--- config.mk ---
export PLATFORM = sky130hd
export DESIGN_NAME = axis_pixel_repeat_flat
export DESIGN_NICKNAME = d
export VERILOG_FILES = /design/src/rtl/axis_pixel_repeat_pkg.sv /design/src/rtl/axis_pixel_repeat_if.sv /design/src/rtl/axis_pixel_repeat_ctrl.sv /design/src/rtl/axis_pixel_repeat.sv /design/src/flat_wrapper.sv
export SDC_FILE = /design/constraint.sdc
export NUM_CORES = 1
export LEC_CHECK = 0
export BUFFER_PORTS_ARGS = -buffer_cell sky130_fd_sc_hd__buf_2
export CAP_MARGIN = 20
export CORE_UTILIZATION = 53
export CTS_BUF_LIST = sky130_fd_sc_hd__clkbuf_2
export DETAILED_ROUTE_END_ITERATION = 6
export PLACE_DENSITY = 0.83
export SKIP_LAST_GASP = 1
export SLEW_MARGIN = 20
export SYNTH_ARGS = -nofsm -noshare
export SYNTH_HDL_FRONTEND = slang
export SYNTH_SLANG_ARGS = --single-unit
--- constraint.sdc ---
create_clock -name aclk -period 3.2 [get_ports aclk]
set_input_delay 0.32 -clock aclk [delete_from_list [all_inputs] [get_ports aclk]]
set_output_delay 0.32 -clock aclk [all_outputs]
set_load 0.1 [all_outputs]
--- src/rtl/axis_pixel_repeat_pkg.sv ---
// Shared constants and beat types for the pixel input pipe and the
// pixel repeater.
//   UNITS        pixel words per stream per beat
//   WORD_WIDTH   bits per pixel word
//   BITS_REPEAT  width of the copies-per-beat-minus-1 config
//   BITS_BEATS   width of the beats-per-block-minus-1 config
package axis_pixel_repeat_pkg;

  localparam int UNITS       = 2;
  localparam int WORD_WIDTH  = 8;
  localparam int BITS_REPEAT = 4;
  localparam int BITS_BEATS  = 16;
  localparam int BEAT_WIDTH  = UNITS * WORD_WIDTH;

  typedef logic [WORD_WIDTH-1:0] pixel_word_t;

  // One paired, shift-aligned beat: stream 1 and stream 2 side by side.
  typedef struct packed {
    pixel_word_t [UNITS-1:0] pixels_1;
    pixel_word_t [UNITS-1:0] pixels_2;
  } pixel_pair_t;

endpackage

--- src/rtl/axis_pixel_repeat_if.sv ---
// Paired-pixel AXI-Stream bundle: one valid/ready handshake covering
// both pixel streams, plus tlast on the producer side.
//   tvalid/tready   handshake; a beat moves on a cycle where both are 1.
//                   The producer holds tvalid, data and tlast stable until
//                   the beat is taken; tready may never depend on tvalid.
//   tlast           end of block (driven only by the repeater output)
//   pixels_1_tdata  stream-1 pixels, UNITS words
//   pixels_2_tdata  stream-2 pixels, UNITS words
interface axis_pixel_repeat_if;
  import axis_pixel_repeat_pkg::*;

  logic                  tvalid;
  logic                  tready;
  logic                  tlast;
  logic [BEAT_WIDTH-1:0] pixels_1_tdata;
  logic [BEAT_WIDTH-1:0] pixels_2_tdata;

  modport master (
    output tvalid, tlast, pixels_1_tdata, pixels_2_tdata,
    input  tready
  );

  // Upstream beats carry no block marker, so the consumer side omits tlast.
  modport slave (
    input  tvalid, pixels_1_tdata, pixels_2_tdata,
    output tready
  );

endinterface

--- src/rtl/axis_pixel_repeat_ctrl.sv ---
// Control for the pixel repeater: copy counter, beat-in-block counter,
// block-active flag, latched repeat config, registered valid and tlast.
//   clk_i, rst_i       clock, synchronous active-high reset
//   cfg_repeat_1_i     copies per beat minus 1 (sampled at block start)
//   cfg_beats_1_i      beats per block minus 1 (sampled at block start)
//   s_valid_i/s_ready_o  upstream handshake
//   m_ready_i/m_valid_o  downstream handshake, m_last_o = tlast
//   load_o             data registers capture the upstream beat
module axis_pixel_repeat_ctrl
  import axis_pixel_repeat_pkg::*;
(
  input  logic                   clk_i,
  input  logic                   rst_i,
  input  logic [BITS_REPEAT-1:0] cfg_repeat_1_i,
  input  logic [BITS_BEATS-1:0]  cfg_beats_1_i,
  input  logic                   s_valid_i,
  output logic                   s_ready_o,
  input  logic                   m_ready_i,
  output logic                   m_valid_o,
  output logic                   m_last_o,
  output logic                   load_o
);

  logic [BITS_REPEAT-1:0] rep_cnt_q, rep_cnt_d;
  logic [BITS_REPEAT-1:0] rep_lat_q, rep_lat_d;
  logic [BITS_BEATS-1:0]  beat_cnt_q, beat_cnt_d;
  logic                   blk_active_q, blk_active_d;
  logic                   valid_q, valid_d;
  logic                   last_q, last_d;

  logic last_copy;
  logic out_hs;
  logic in_hs;

  assign last_copy = (rep_cnt_q == '0);
  assign out_hs    = valid_q & m_ready_i;
  // A new beat fits when the output is empty or its final copy leaves now.
  assign s_ready_o = ~valid_q | (m_ready_i & last_copy);
  assign in_hs     = s_valid_i & s_ready_o;

  always_comb begin
    rep_cnt_d    = rep_cnt_q;
    rep_lat_d    = rep_lat_q;
    beat_cnt_d   = beat_cnt_q;
    blk_active_d = blk_active_q;
    valid_d      = valid_q;

    if (out_hs) begin
      if (!last_copy) rep_cnt_d = rep_cnt_q - 1'b1;
      else            valid_d   = 1'b0;
      if (last_q)     blk_active_d = 1'b0;
    end

    if (in_hs) begin
      valid_d = 1'b1;
      // A block finishing in this same cycle counts as inactive, so the
      // incoming beat opens the next block and samples the live config.
      if (!blk_active_q || (out_hs && last_q)) begin
        rep_lat_d    = cfg_repeat_1_i;
        beat_cnt_d   = cfg_beats_1_i;
        rep_cnt_d    = cfg_repeat_1_i;
        blk_active_d = 1'b1;
      end else begin
        if (beat_cnt_q != '0) beat_cnt_d = beat_cnt_q - 1'b1;
        rep_cnt_d = rep_lat_q;
      end
    end

    // tlast is computed from next state so it is a clean register output.
    last_d = valid_d & (rep_cnt_d == '0) & (beat_cnt_d == '0) & blk_active_d;
  end

  always_ff @(posedge clk_i) begin
    if (rst_i) begin
      rep_cnt_q    <= '0;
      rep_lat_q    <= '0;
      beat_cnt_q   <= '0;
      blk_active_q <= 1'b0;
      valid_q      <= 1'b0;
      last_q       <= 1'b0;
    end else begin
      rep_cnt_q    <= rep_cnt_d;
      rep_lat_q    <= rep_lat_d;
      beat_cnt_q   <= beat_cnt_d;
      blk_active_q <= blk_active_d;
      valid_q      <= valid_d;
      last_q       <= last_d;
    end
  end

  assign m_valid_o = valid_q;
  assign m_last_o  = last_q;
  assign load_o    = in_hs;

endmodule

--- src/rtl/axis_pixel_repeat.sv ---
// Pixel repeater: accepts paired pixel beats and re-emits each one
// (cfg_repeat_1+1) times, marking the final copy of the final beat of each
// (cfg_beats_1+1)-beat block with tlast. Registered output, one output per
// cycle at any repeat count.
//   aclk, areset     clock, synchronous active-high reset
//   cfg_repeat_1     copies per beat minus 1
//   cfg_beats_1      input beats per block minus 1
//   s_axis           upstream paired-pixel stream (slave)
//   m_axis           repeated paired-pixel stream with tlast (master)
module axis_pixel_repeat
  import axis_pixel_repeat_pkg::*;
(
  input  logic                   aclk,
  input  logic                   areset,
  input  logic [BITS_REPEAT-1:0] cfg_repeat_1,
  input  logic [BITS_BEATS-1:0]  cfg_beats_1,
  axis_pixel_repeat_if.slave     s_axis,
  axis_pixel_repeat_if.master    m_axis
);

  pixel_pair_t data_q;
  logic        load;

  axis_pixel_repeat_ctrl u_ctrl (
    .clk_i          (aclk),
    .rst_i          (areset),
    .cfg_repeat_1_i (cfg_repeat_1),
    .cfg_beats_1_i  (cfg_beats_1),
    .s_valid_i      (s_axis.tvalid),
    .s_ready_o      (s_axis.tready),
    .m_ready_i      (m_axis.tready),
    .m_valid_o      (m_axis.tvalid),
    .m_last_o       (m_axis.tlast),
    .load_o         (load)
  );

  always_ff @(posedge aclk) begin
    if (areset) begin
      data_q <= '0;
    end else if (load) begin
      data_q.pixels_1 <= s_axis.pixels_1_tdata;
      data_q.pixels_2 <= s_axis.pixels_2_tdata;
    end
  end

  assign m_axis.pixels_1_tdata = data_q.pixels_1;
  assign m_axis.pixels_2_tdata = data_q.pixels_2;

endmodule

--- src/flat_wrapper.sv ---
// flat-port wrapper written by rule: the top's interface ports become plain ports
module axis_pixel_repeat_flat import axis_pixel_repeat_pkg::*;
  (aclk, areset, cfg_repeat_1, cfg_beats_1, s_axis_tvalid, s_axis_pixels_1_tdata, s_axis_pixels_2_tdata, s_axis_tready, m_axis_tvalid, m_axis_tlast, m_axis_pixels_1_tdata, m_axis_pixels_2_tdata, m_axis_tready);
  axis_pixel_repeat_if s_axis_i ();
  axis_pixel_repeat_if m_axis_i ();
  input  logic aclk;
  input  logic areset;
  input  logic [BITS_REPEAT-1:0] cfg_repeat_1;
  input  logic [BITS_BEATS-1:0] cfg_beats_1;
  input wire logic [$bits(s_axis_i.tvalid)-1:0] s_axis_tvalid;
  input wire logic [$bits(s_axis_i.pixels_1_tdata)-1:0] s_axis_pixels_1_tdata;
  input wire logic [$bits(s_axis_i.pixels_2_tdata)-1:0] s_axis_pixels_2_tdata;
  output wire logic [$bits(s_axis_i.tready)-1:0] s_axis_tready;
  output wire logic [$bits(m_axis_i.tvalid)-1:0] m_axis_tvalid;
  output wire logic [$bits(m_axis_i.tlast)-1:0] m_axis_tlast;
  output wire logic [$bits(m_axis_i.pixels_1_tdata)-1:0] m_axis_pixels_1_tdata;
  output wire logic [$bits(m_axis_i.pixels_2_tdata)-1:0] m_axis_pixels_2_tdata;
  input wire logic [$bits(m_axis_i.tready)-1:0] m_axis_tready;
  assign s_axis_i.tvalid = s_axis_tvalid;
  assign s_axis_i.pixels_1_tdata = s_axis_pixels_1_tdata;
  assign s_axis_i.pixels_2_tdata = s_axis_pixels_2_tdata;
  assign s_axis_tready = s_axis_i.tready;
  assign m_axis_tvalid = m_axis_i.tvalid;
  assign m_axis_tlast = m_axis_i.tlast;
  assign m_axis_pixels_1_tdata = m_axis_i.pixels_1_tdata;
  assign m_axis_pixels_2_tdata = m_axis_i.pixels_2_tdata;
  assign m_axis_i.tready = m_axis_tready;
  axis_pixel_repeat u_core (.aclk(aclk), .areset(areset), .cfg_repeat_1(cfg_repeat_1), .cfg_beats_1(cfg_beats_1), .s_axis(s_axis_i), .m_axis(m_axis_i));
endmodule
==> impl_metrics.yaml, run 1 <==
setup_path:
  crit_arrival_ns: 3.20
  endpoint_kind: "register"
  path_buf_inv: 0
  cp.required_ns: 3.59
  path_delay_family: "simple AND/OR/NAND/NOR gates"
  reg2reg_from: "u_core.u_ctrl.beat_cnt_q[6]$_SDFF_PP0_"
  r2r-end: "u_core.u_ctrl.m_last_o$_SDFF_PP0_"
  crit_slowest_cell: "or4_1"
  cp-start-kind: "register"
  r2r_cells: 7
  max_stage_delay_ns: 0.68
  path_max_fanout: 7
  crit_chain: "or4_1 -> nor4_4 -> a21oi_2 -> a32o_1 -> a21oi_1 -> or4b_1 -> nor4_2"
  rrSetupSlack_ns: 0.39
  crit_type: "reg -> reg"
synthesis:
  synth-edff-count: 0
  synth_area_per_cell_um2: 7.76
  synth_seq_cells: 59
  async_reset_ff_share_pct: 0
  syn_area_mm2: 0.00283
  synthCells: 365
  synth_ff_type: "dfxtp_1"
  yosysSeqAreaShare_pct: 41.7
  yosysWarnings: 0
  syn-num-nets: 424
  synth_cell_types: 57
placed_design:
  dp_hpwl_um: 5000
  numPortBuffers: 90
  post_dp_cell_area_mm2: 0.00333
  routabilityCongestion: 0.926
grt:
  grt_max_degree: 59
  grt_pass1_wl_um: 11200
  grt_usage_pct: 26.1
  antenna_found_initial: 0
  grt_overflow: 0
  grt_pass1_vias: 2607
clock_tree:
  cts_hold_buf: 0
  cts-root-buf: "clkbuf_2"
  clock_latency_ns: 0.49
  clock_path_buffers: 2
  cts_tree: "yes"
  numCtsBuffers: 9
  cts_setup_buffers: 0
  cts_resized: 0
  htree_levels: 3
  clock-sinks: 59
  clk_pin_slew_ns: 0.20
drt:
  routed_via_density: 5.54
  wire_per_inst_um: 13.6
  drc: 0
  routed_wl_um: 7120
  drt_iter0_drc: 301
  first_pass_iters: 5
  dr_total_vias: 2891
  ant_nets: 0
finish:
  nets: 506
  fin_area_mm2: 0.00349
  drive_gt1_share_pct: 27.2
  antenna_cells: 0
  syn2layout_area_growth_pct: 23.2
sta:
  slew_viol_final: 0
  period_share_pct: 87.9
  setup_viol_count_final: 0
  tightest_slew_ns: 1.01
  hold_viol_final: 0
  period_minus_slack_ns: 2.81
  finClkSkew_ns: 0.0307
  slew-limit-headroom_pct: 33.0
  fmax_mhz: 356
  rsz0062_at_grt: "no"
  final.setup.tns_ns: 0
floorplan:
  initial_core_util_pct: 55.1
  io_pins: 91
  die-area_mm2: 0.00564
  core_area_mm2: 0.00514
  die_w_um: 75.1
  num_rows: 26
  die_y_um: 75.1
pwr:
  peakVddDrop_uv: 345
  power_leakage_nw: 1.53
  p_per_area_mw_per_mm2: 610
min_path:
  hold_path_end: "u_core.m_axis.pixels_2_tdata[6]$_SDFFE_PP0P_"
  worstHoldStart: "s_axis_pixels_2_tdata[6]"
  hold_depth: 3
  hold_path.class: "in -> reg"
job:
  max_cap_viol_count: 0
status:
  status: "complete, no violations"
==> stage by stage <==
step | setup WS, ns | hold WS [ns] | cells | utilization, % | total power [W]
2_1_floorplan | 0.289 | 0.401 | 365 | - | 0.00137
3_3_place_gp | 0.580 | 0.439 | 506 | 64.8 | 0.00150
3_5_place_dp | 0.472 | 0.443 | 506 | 64.8 | 0.00151
4_1_cts | 0.408 | 0.00670 | 522 | 67.9 | 0.00213
5_1_grt | 0.252 | 0.00464 | 522 | 67.9 | 0.00223
6_report | 0.388 | 0.0330 | 522 | 67.9 | 0.00213
==> cell families after synthesis <==
family          share of synthesized area, %
flops                                   41.7
compound gates                          22.6
mux                                     2.91
buf+inv                                 4.19
fa+ha+maj                               1.32
simple gates                            26.7
xor+xnor                               0.618
==> flip-flops by register name, summed over array words and instances, names as in the netlist <==
| signal | count |
|---|---|
| u_core.u_ctrl.rep_cnt_q | 4 |
| u_core.u_ctrl.blk_active_q | 1 |
| u_core.m_axis.pixels_1_tdata | 16 |
| u_core.u_ctrl.m_valid_o | 1 |
| u_core.m_axis.pixels_2_tdata | 16 |
| u_core.u_ctrl.rep_lat_q | 4 |
| u_core.u_ctrl.beat_cnt_q | 16 |
| u_core.u_ctrl.m_last_o | 1 |
==> how the worst max path moves through the flow <==
| stage | start | to | slack, ns | cells after the start |
|---|---|---|---|---|
| after floorplan | u_core.u_ctrl.m_valid_o$_SDFF_PP0_ | u_core.u_ctrl.m_last_o$_SDFF_PP0_ | 0.29 | 9 |
| after global placement | u_core.u_ctrl.beat_cnt_q[6]$_SDFF_PP0_ | u_core.u_ctrl.m_last_o$_SDFF_PP0_ | 0.58 | 7 |
| after detailed placement | u_core.u_ctrl.beat_cnt_q[6]$_SDFF_PP0_ | u_core.u_ctrl.m_last_o$_SDFF_PP0_ | 0.47 | 7 |
| after CTS | u_core.u_ctrl.beat_cnt_q[6]$_SDFF_PP0_ | u_core.u_ctrl.m_last_o$_SDFF_PP0_ | 0.41 | 7 |
| after global routing | u_core.u_ctrl.beat_cnt_q[6]$_SDFF_PP0_ | u_core.u_ctrl.m_last_o$_SDFF_PP0_ | 0.25 | 7 |
| final | u_core.u_ctrl.beat_cnt_q[6]$_SDFF_PP0_ | u_core.u_ctrl.m_last_o$_SDFF_PP0_ | 0.39 | 7 |
==> power breakdown <==
group / switching, W / leakage (nW) / internal (W)
logic: 0.000469 / 0.956 / 0.000193
clock network: 0.000290 / 0.0899 / 0.000336
registers: 0.0000475 / 0.486 / 0.000793
total: 0.000806 / 1.53 / 0.00132
==> per-layer routing <==
metal / track usage (%) / wire, um / vias to the layer above
li1: - / - / 1454
met1: 32.4 / 3150 / 1283
met4: 13.6 / 174 / 0
met5: 0 / 0 / -
met2: 42.4 / 3290 / 135
met3: 6.02 / 506 / 19
==> synth_stat cells, types with 3 or more instances <==
master     number  area, um^2
inv_1           6        22.5
o21ai_0         8        40.0
nand2_1        80         300
nor4_1          3        18.8
mux2i_1         6        60.1
nor3_1          4        20.0
a21boi_0        3        22.5
a22oi_1         4        30.0
a21oi_1        48         240
nand4_1         5        31.3
clkbuf_1       20        75.1
ha_1            3        37.5
nand2b_1        3        18.8
o22a_1          3        26.3
buf_1           3        11.3
a211oi_1        5        37.5
dfxtp_1        59        1180
nand3_1         7        35.0
nor2_1         32         120
o2bb2ai_1       3        26.3
a31oi_1         3        18.8
nor2b_1         6        37.5
o22ai_1         7        43.8
==> worst reg2reg max path: stages (launching register included) <==
cell	delay (ns)
dfxtp_1	0.37
or4_1	0.68
nor4_4	0.36
a21oi_2	0.18
a32o_1	0.27
a21oi_1	0.17
or4b_1	0.47
nor4_2	0.22
==> layout make-up <==
class / instances / area [um^2]
Inverter: 6 / 22.5
Tap cell: 70 / 87.6
Sequential cell: 59 / 1180
Multi-Input combinational cell: 275 / 1550
Clock buffer: 9 / 45.0
Timing Repair Buffer: 96 / 495
Fill cell: 457 / 1650
Clock inverter: 7 / 115
==> cells in the final DEF, fill, tap and decap left out, types with 6 or more instances in the layout <==
cell type and n:
nor2_1 32, o21ai_0 8, o22ai_1 7, buf_4 6, clkbuf_2 9, dfxtp_1 59, nand3_1 7, a21oi_1 48
nor2b_1 6, nand2_1 80, inv_1 6, mux2i_1 6, buf_2 90
Note: power is estimated with default switching activity, not from simulation.
==> run 2, diff against run 1 <==
BUFFER_PORTS_ARGS = -buffer_cell sky130_fd_sc_hd__clkbuf_2   (was -buffer_cell sky130_fd_sc_hd__buf_2)
CTS_CLUSTER_DIAMETER = 30   (was default)
clock period = 2.6 ns   (was 3.2 ns; I/O delays follow)
==> run 2 against run 1 <==
The flow now finishes with violations (setup timing). Clock-buffer cell count unchanged. Non-clock buffer count up 48. Cell area up 14%. Sequential power up 24%. Setup slack worse by 0.39 ns. Register-to-register slack worse by 0.39 ns. Clock skew down 0.0050 ns.
==> impl_metrics.yaml, run 2 (synthesis gave the netlist of run 1 again) <==
finish:
  drive_gt1_share_pct: 29.8
  syn2layout_area_growth_pct: 40.3
  antenna_cells: 0
  nets: 554
  layout_common_cells: "99 x clkbuf_2, 80 x nand2_1, 56 x dfxtp_1"
  fill_cells: 344
  layout_commonest_cell: "clkbuf_2"
floorplan:
  die_w_um: 75.1
  num_rows: 26
  die_y_um: 75.1
  io_pins: 91
  initial_core_util_pct: 55.1
  die-area_mm2: 0.00564
  core_area_mm2: 0.00514
job:
  max_cap_viol_count: 0
setup_path:
  cp.required_ns: 3.01
  r2r-end: "u_core.u_ctrl.m_last_o$_SDFF_PP0_"
  endpoint_kind: "register"
  crit_type: "reg -> reg"
  rrSetupSlack_ns: -0.0007
  crit_arrival_ns: 3.01
  cp-start-kind: "register"
  r2r_cells: 8
  reg2reg_from: "u_core.u_ctrl.beat_cnt_q[6]$_SDFF_PP0_"
  setup.worst_path.start: "u_core.u_ctrl.beat_cnt_q[6]$_SDFF_PP0_"
  path_max_fanout: 4
drt:
  routed_via_density: 5.81
  ant_nets: 0
  first_pass_iters: 5
  dr_total_vias: 3314
  routed_wl_um: 9700
  drc: 0
  wire_per_inst_um: 17.0
  drt_iter0_drc: 438
sta:
  worst_hold_slack_ns: 0.0474
  tightest_slew_ns: 0.612
  period_minus_slack_ns: 2.60
  hold_viol_final: 0
  finClkSkew_ns: 0.0257
  rsz0062_at_grt: "yes"
  fmax_mhz: 385
  setup_viol_count_final: 1
  slew_viol_final: 0
  slew-limit-headroom_pct: 59.2
  period_share_pct: 100
  setup_slack_ns: -0.000685
pwr:
  p_per_area_mw_per_mm2: 665
  totalPowerFinal_w: 0.00264
  power_leakage_nw: 1.73
  peakVddDrop_uv: 511
grt:
  grt_overflow: 0
  grt_max_degree: 58
  grt_pass1_vias: 3005
  antenna_found_initial: 0
  grt_pass1_wl_um: 13500
  grt_usage_pct: 32.4
clock_tree:
  cts-root-buf: "clkbuf_2"
  clock_path_buffers: 2
  clk_pin_slew_ns: 0.20
  numCtsBuffers: 9
  cts_tree: "yes"
  clock-sinks: 59
  htree_levels: 3
  clock_latency_ns: 0.48
placed_design:
  dp_worst_setup_slack_ns: -0.0306
  routabilityCongestion: 0.949
  dp_hpwl_um: 5400
  numPortBuffers: 90
status:
  violations: "setup timing"
  status: "finished with violations"
min_path:
  hold_depth: 3
  hold_path.class: "in -> reg"
  hold_path_end: "u_core.u_ctrl.rep_lat_q[3]$_SDFFE_PP0P_"
  worstHoldStart: "cfg_repeat_1[3]"
## run 2: changes by cell type in the layout (fill, tap and decap cells not counted), moves of 2 or more
| cell | previous run | this run |
|---|---|---|
| clkbuf_2 | 9 | 99 |
| o21ai_1 | 0 | 2 |
| dfxtp_2 | 0 | 3 |
| buf_2 | 90 | 0 |
| dlygate4sd3_1 | 0 | 33 |
| buf_4 | 6 | 19 |
| dfxtp_1 | 59 | 56 |
| o21ai_0 | 8 | 6 |
| clkinv_4 | 0 | 3 |
| bufinv_16 | 3 | 1 |
## run 2: worst max path at each step
stage / to / slack, ns / cells past startpoint
final: u_core.u_ctrl.m_last_o$_SDFF_PP0_ / -0.0007 / 8
after global routing: u_core.u_ctrl.m_last_o$_SDFF_PP0_ / -0.08 / 8
after CTS: u_core.u_ctrl.m_last_o$_SDFF_PP0_ / 0.02 / 8
after detailed placement: u_core.u_ctrl.m_last_o$_SDFF_PP0_ / -0.03 / 7
after global placement: u_core.u_ctrl.m_last_o$_SDFF_PP0_ / -0.002 / 7
after floorplan: u_core.u_ctrl.m_last_o$_SDFF_PP0_ / 0.02 / 9
## run 2: through the flow
step,instances,util (%),setup TNS [ns],cell area (um^2)
after floorplan,365,-,0,2840
after global placement,518,66.9,-0.00154,3440
after detailed placement,518,66.9,-0.0306,3440
after CTS,569,76.0,0,3910
after global routing,570,77.4,-0.0758,3980
final,570,77.4,-0.000685,3980
## run 2: timing repair
action,CTS,global route
pin swaps,1,3
hold endpoints to repair,33,0
hold buffers,33,0
gates resized for setup,1,12
setup buffers,2,0
cloned,0,1
endpoints found under the setup margin,1,1
## run 2: area by class of cell
class	instances	area (um^2)	share of cell area (%)
sequential	59	1180	29.8
inverter	6	22.5	0.566
tap	70	87.6	2.20
clock buffer	9	45.0	1.13
clock inverter	7	77.6	1.95
multi-input combinational	275	1590	40.0
timing repair buffer	144	968	24.4
## run 2: worst max-delay path, stage by stage (launching register included)
cell       delay [ns]
dfxtp_1          0.36
or4_4            0.58
or4_4            0.48
buf_4            0.17
o2111ai_2        0.18
nand3_1          0.15
a221oi_1         0.31
nand4_1          0.17
nor4_2           0.14
## run 2: layer usage
layer	vias to the layer above	routed length, um	track usage (%)
met5	-	0	0
met4	0	308	18.9
met3	36	758	7.76
met2	205	4890	54.5
met1	1518	3750	37.8
li1	1555	-	-
## run 2: power by group
part           switching [W]  internal, W
logic               0.000652     0.000342
registers          0.0000605     0.000977
clock network       0.000383     0.000229
total                0.00109      0.00155
==> run 3, diff against run 2 <==
CAP_MARGIN = default   (was 20)
PLACE_DENSITY = 0.82   (was 0.83)
SYNTH_HIERARCHICAL = 1   (was default)
==> run 3 against run 2 <==
The flow now finishes without violations. Clock-buffer cell count rose by 2. Worst hold slack worse by 0.018 ns. Routed wire length is 11% lower. Clock power increased by 8.8%. Register-to-register slack better by 0.05 ns. Setup slack improved by 0.050 ns. Die area grew 3.1%. Total power rose by 0.82%. Global-route usage decreased by 2.3 points. Largest power group unchanged.
==> impl_metrics.yaml, run 3 <==
status:
  status: "complete, no violations"
setup_path:
  crit_arrival_ns: 2.94
  cp-start-kind: "register"
  rrSetupSlack_ns: 0.05
  reg2reg_from: "u_core/u_ctrl/beat_cnt_q[1]$_SDFF_PP0_"
  cp.required_ns: 2.99
  path_max_fanout: 5
  r2r-end: "u_core/u_ctrl/m_last_o$_SDFF_PP0_"
  endpoint_kind: "register"
  crit_type: "reg -> reg"
  r2r_cells: 9
  setup.worst_path.start: "u_core/u_ctrl/beat_cnt_q[1]$_SDFF_PP0_"
  endpoint: "u_core/u_ctrl/m_last_o$_SDFF_PP0_"
synthesis:
  synth_area_per_cell_um2: 8.86
  synth-simple-area-share_pct: 24.8
  synth_area_leader_cell: "dfxtp_1"
  synth_seq_cells: 59
  synth_cell_types: 52
  synth_ff_type: "dfxtp_1"
  synth_area_leaders: "dfxtp_1 40%, mux2i_1 13%, nor2_1 7.7%"
  synth_top_family_by_area: "simple AND/OR/NAND/NOR gates"
  syn_area_mm2: 0.00293
  synthCells: 330
  syn-num-nets: 389
  async_reset_ff_share_pct: 0
  synth.mux.area_fraction_pct: 13.4
  synth_top_area_share_pct: 40.4
  synthAdderAreaFrac_pct: 1.28
  synth-edff-count: 0
  synth_compound_area_share_pct: 14.5
  yosysSeqAreaShare_pct: 40.4
  synth_most_common_cell: "nor2_1"
  yosysWarnings: 6
  synth-xor-area-share_pct: 0.299
  synth.top_cells.by_count: "60 x nor2_1, 59 x dfxtp_1, 38 x mux2i_1"
sta:
  finClkSkew_ns: 0.0135
  setup_slack_ns: 0.0497
  period_share_pct: 98.1
  fmax_mhz: 392
  tightest_slew_ns: 0.567
  hold_viol_final: 0
  final.setup.tns_ns: 0
  setup_viol_count_final: 0
  period_minus_slack_ns: 2.55
  slew-limit-headroom_pct: 62.4
  slew_viol_final: 0
finish:
  drive_gt1_share_pct: 31.9
  layout_common_cells: "101 x clkbuf_2, 60 x nor2_1, 56 x dfxtp_1"
  layout_commonest_cell: "clkbuf_2"
  multi_input_area_mm2: 0.00164
  antenna_cells: 0
  area.sequential_mm2: 0.00118
  fill_cells: 364
  syn2layout_area_growth_pct: 33.8
  post-route-util_pct: 75.2
  nets: 512
clock_tree:
  clock_latency_ns: 0.48
  cts-root-buf: "clkbuf_2"
  clock-sinks: 59
  clk_pin_slew_ns: 0.16
  clock_path_buffers: 2
  htree_levels: 3
  numCtsBuffers: 9
  cts_tree: "yes"
pwr:
  totalPowerFinal_w: 0.00266
  seqPwrFrac_pct: 39.3
  p_per_area_mw_per_mm2: 681
  peakVddDrop_uv: 317
  power.share.clock_pct: 25.0
  internal_power_w: 0.00162
  switching_share_pct: 39.0
  power_leakage_nw: 1.76
  pwr-share-comb_pct: 35.7
  p_sw_w: 0.00104
placed_design:
  routabilityCongestion: 0.920
  dp_worst_setup_slack_ns: -0.0568
  numPortBuffers: 90
  dp_hpwl_um: 5420
floorplan:
  die_w_um: 76.3
  num_rows: 26
  die_y_um: 76.3
  core_area_mm2: 0.00520
  die-area_mm2: 0.00582
  initial_core_util_pct: 56.2
  io_pins: 91
drt:
  routed_via_density: 5.86
  drc: 0
  dr_total_vias: 3096
  ant_nets: 0
  drt_iter0_drc: 218
  first_pass_iters: 5
  wire_per_inst_um: 16.4
  routed_wl_um: 8660
grt:
  grt_max_degree: 46
  grt_overflow: 0
  antenna_found_initial: 0
  grt_pass1_vias: 2947
  grt_pass1_wl_um: 13800
  grt_usage_pct: 30.2
min_path:
  hold_path.class: "in -> reg"
job:
  max_cap_viol_count: 0
## run 3: changes by cell type after synthesis, moves of 4 or more
cell,previous run,this run
a21oi_1,48,16
and2_1,1,7
clkbuf_1,20,10
mux2i_1,6,38
nand2_1,80,19
nor2_1,32,60
nor2b_1,6,0
nor3_1,4,8
nor4_1,3,10
## run 3: power groups by stage
stage	registers, W	logic, W	clock network, W
after detailed placement	0.00106	0.000862	0
after CTS	0.00104	0.000897	0.000674
after global placement	0.00105	0.000850	0
final	0.00105	0.000951	0.000665
after global routing	0.00106	0.00100	0.000724
after floorplan	0.00130	0.000427	0
## run 3: cell families after synthesis
kind of cell	Yosys count
compound gates	62
buf+inv	25
xor+xnor	1
fa+ha+maj	3
flops	59
simple gates	141
mux	39
## run 3: layout make-up
cell class	count	share of cell area [%]
clock buffer	11	1.41
tap	70	2.24
sequential	59	30.3
multi-input combinational	246	41.9
inverter	6	0.639
clock inverter	5	1.98
timing repair buffer	131	21.6
## run 3: per-stage QoR
step	std cells	instance area, um^2	hold WS (ns)
2_1_floorplan	330	2930	0.332
3_3_place_gp	484	3460	0.458
3_5_place_dp	484	3460	0.475
4_1_cts	525	3840	0.00198
5_1_grt	528	3920	-0.00132
6_report	528	3920	0.0294
## run 3: critical path, stage by stage, from the launching register on
cell and delay, ns:
dfxtp_2 0.37, inv_2 0.07, ha_1 0.15, or4b_4 0.50, nor4_4 0.43, or3_4 0.21, a21oi_1 0.08, o22ai_1 0.24
nand4_1 0.14, nor4_2 0.28
## run 3: what timing repair did
action / CTS / global route
pin swaps: 1 / 8
buffers inserted: 0 / 3
setup endpoints to repair: 1 / 1
endpoints found under the hold margin: 25 / 0
resized for setup: 1 / 14
hold buffers: 25 / 0
## run 3: layer usage
metal	GRT usage, %	part of all wire (%)
met5	0	0
met4	20.0	5.2
met3	6.35	8.0
met2	49.6	49
met1	35.4	38
## run 3: how the worst min path moves through the flow
stage,startpoint,to,slack [ns],depth (start not counted)
6_report,s_axis_pixels_2_tdata[7],u_core/m_axis.pixels_2_tdata[7]$_SDFFE_PP0P_,0.03,3
5_1_grt,cfg_repeat_1[3],u_core/u_ctrl/rep_lat_q[3]$_SDFFE_PP0P_,-0.001,3
4_1_cts,cfg_repeat_1[3],u_core/u_ctrl/rep_lat_q[3]$_SDFFE_PP0P_,0.002,3
3_5_place_dp,u_core/u_ctrl/rep_lat_q[0]$_SDFFE_PP0P_,u_core/u_ctrl/rep_lat_q[0]$_SDFFE_PP0P_,0.47,2
3_3_place_gp,u_core/u_ctrl/rep_lat_q[3]$_SDFFE_PP0P_,u_core/u_ctrl/rep_lat_q[3]$_SDFFE_PP0P_,0.46,2
2_1_floorplan,areset,u_core/m_axis.pixels_1_tdata[5]$_SDFFE_PP0P_,0.33,1
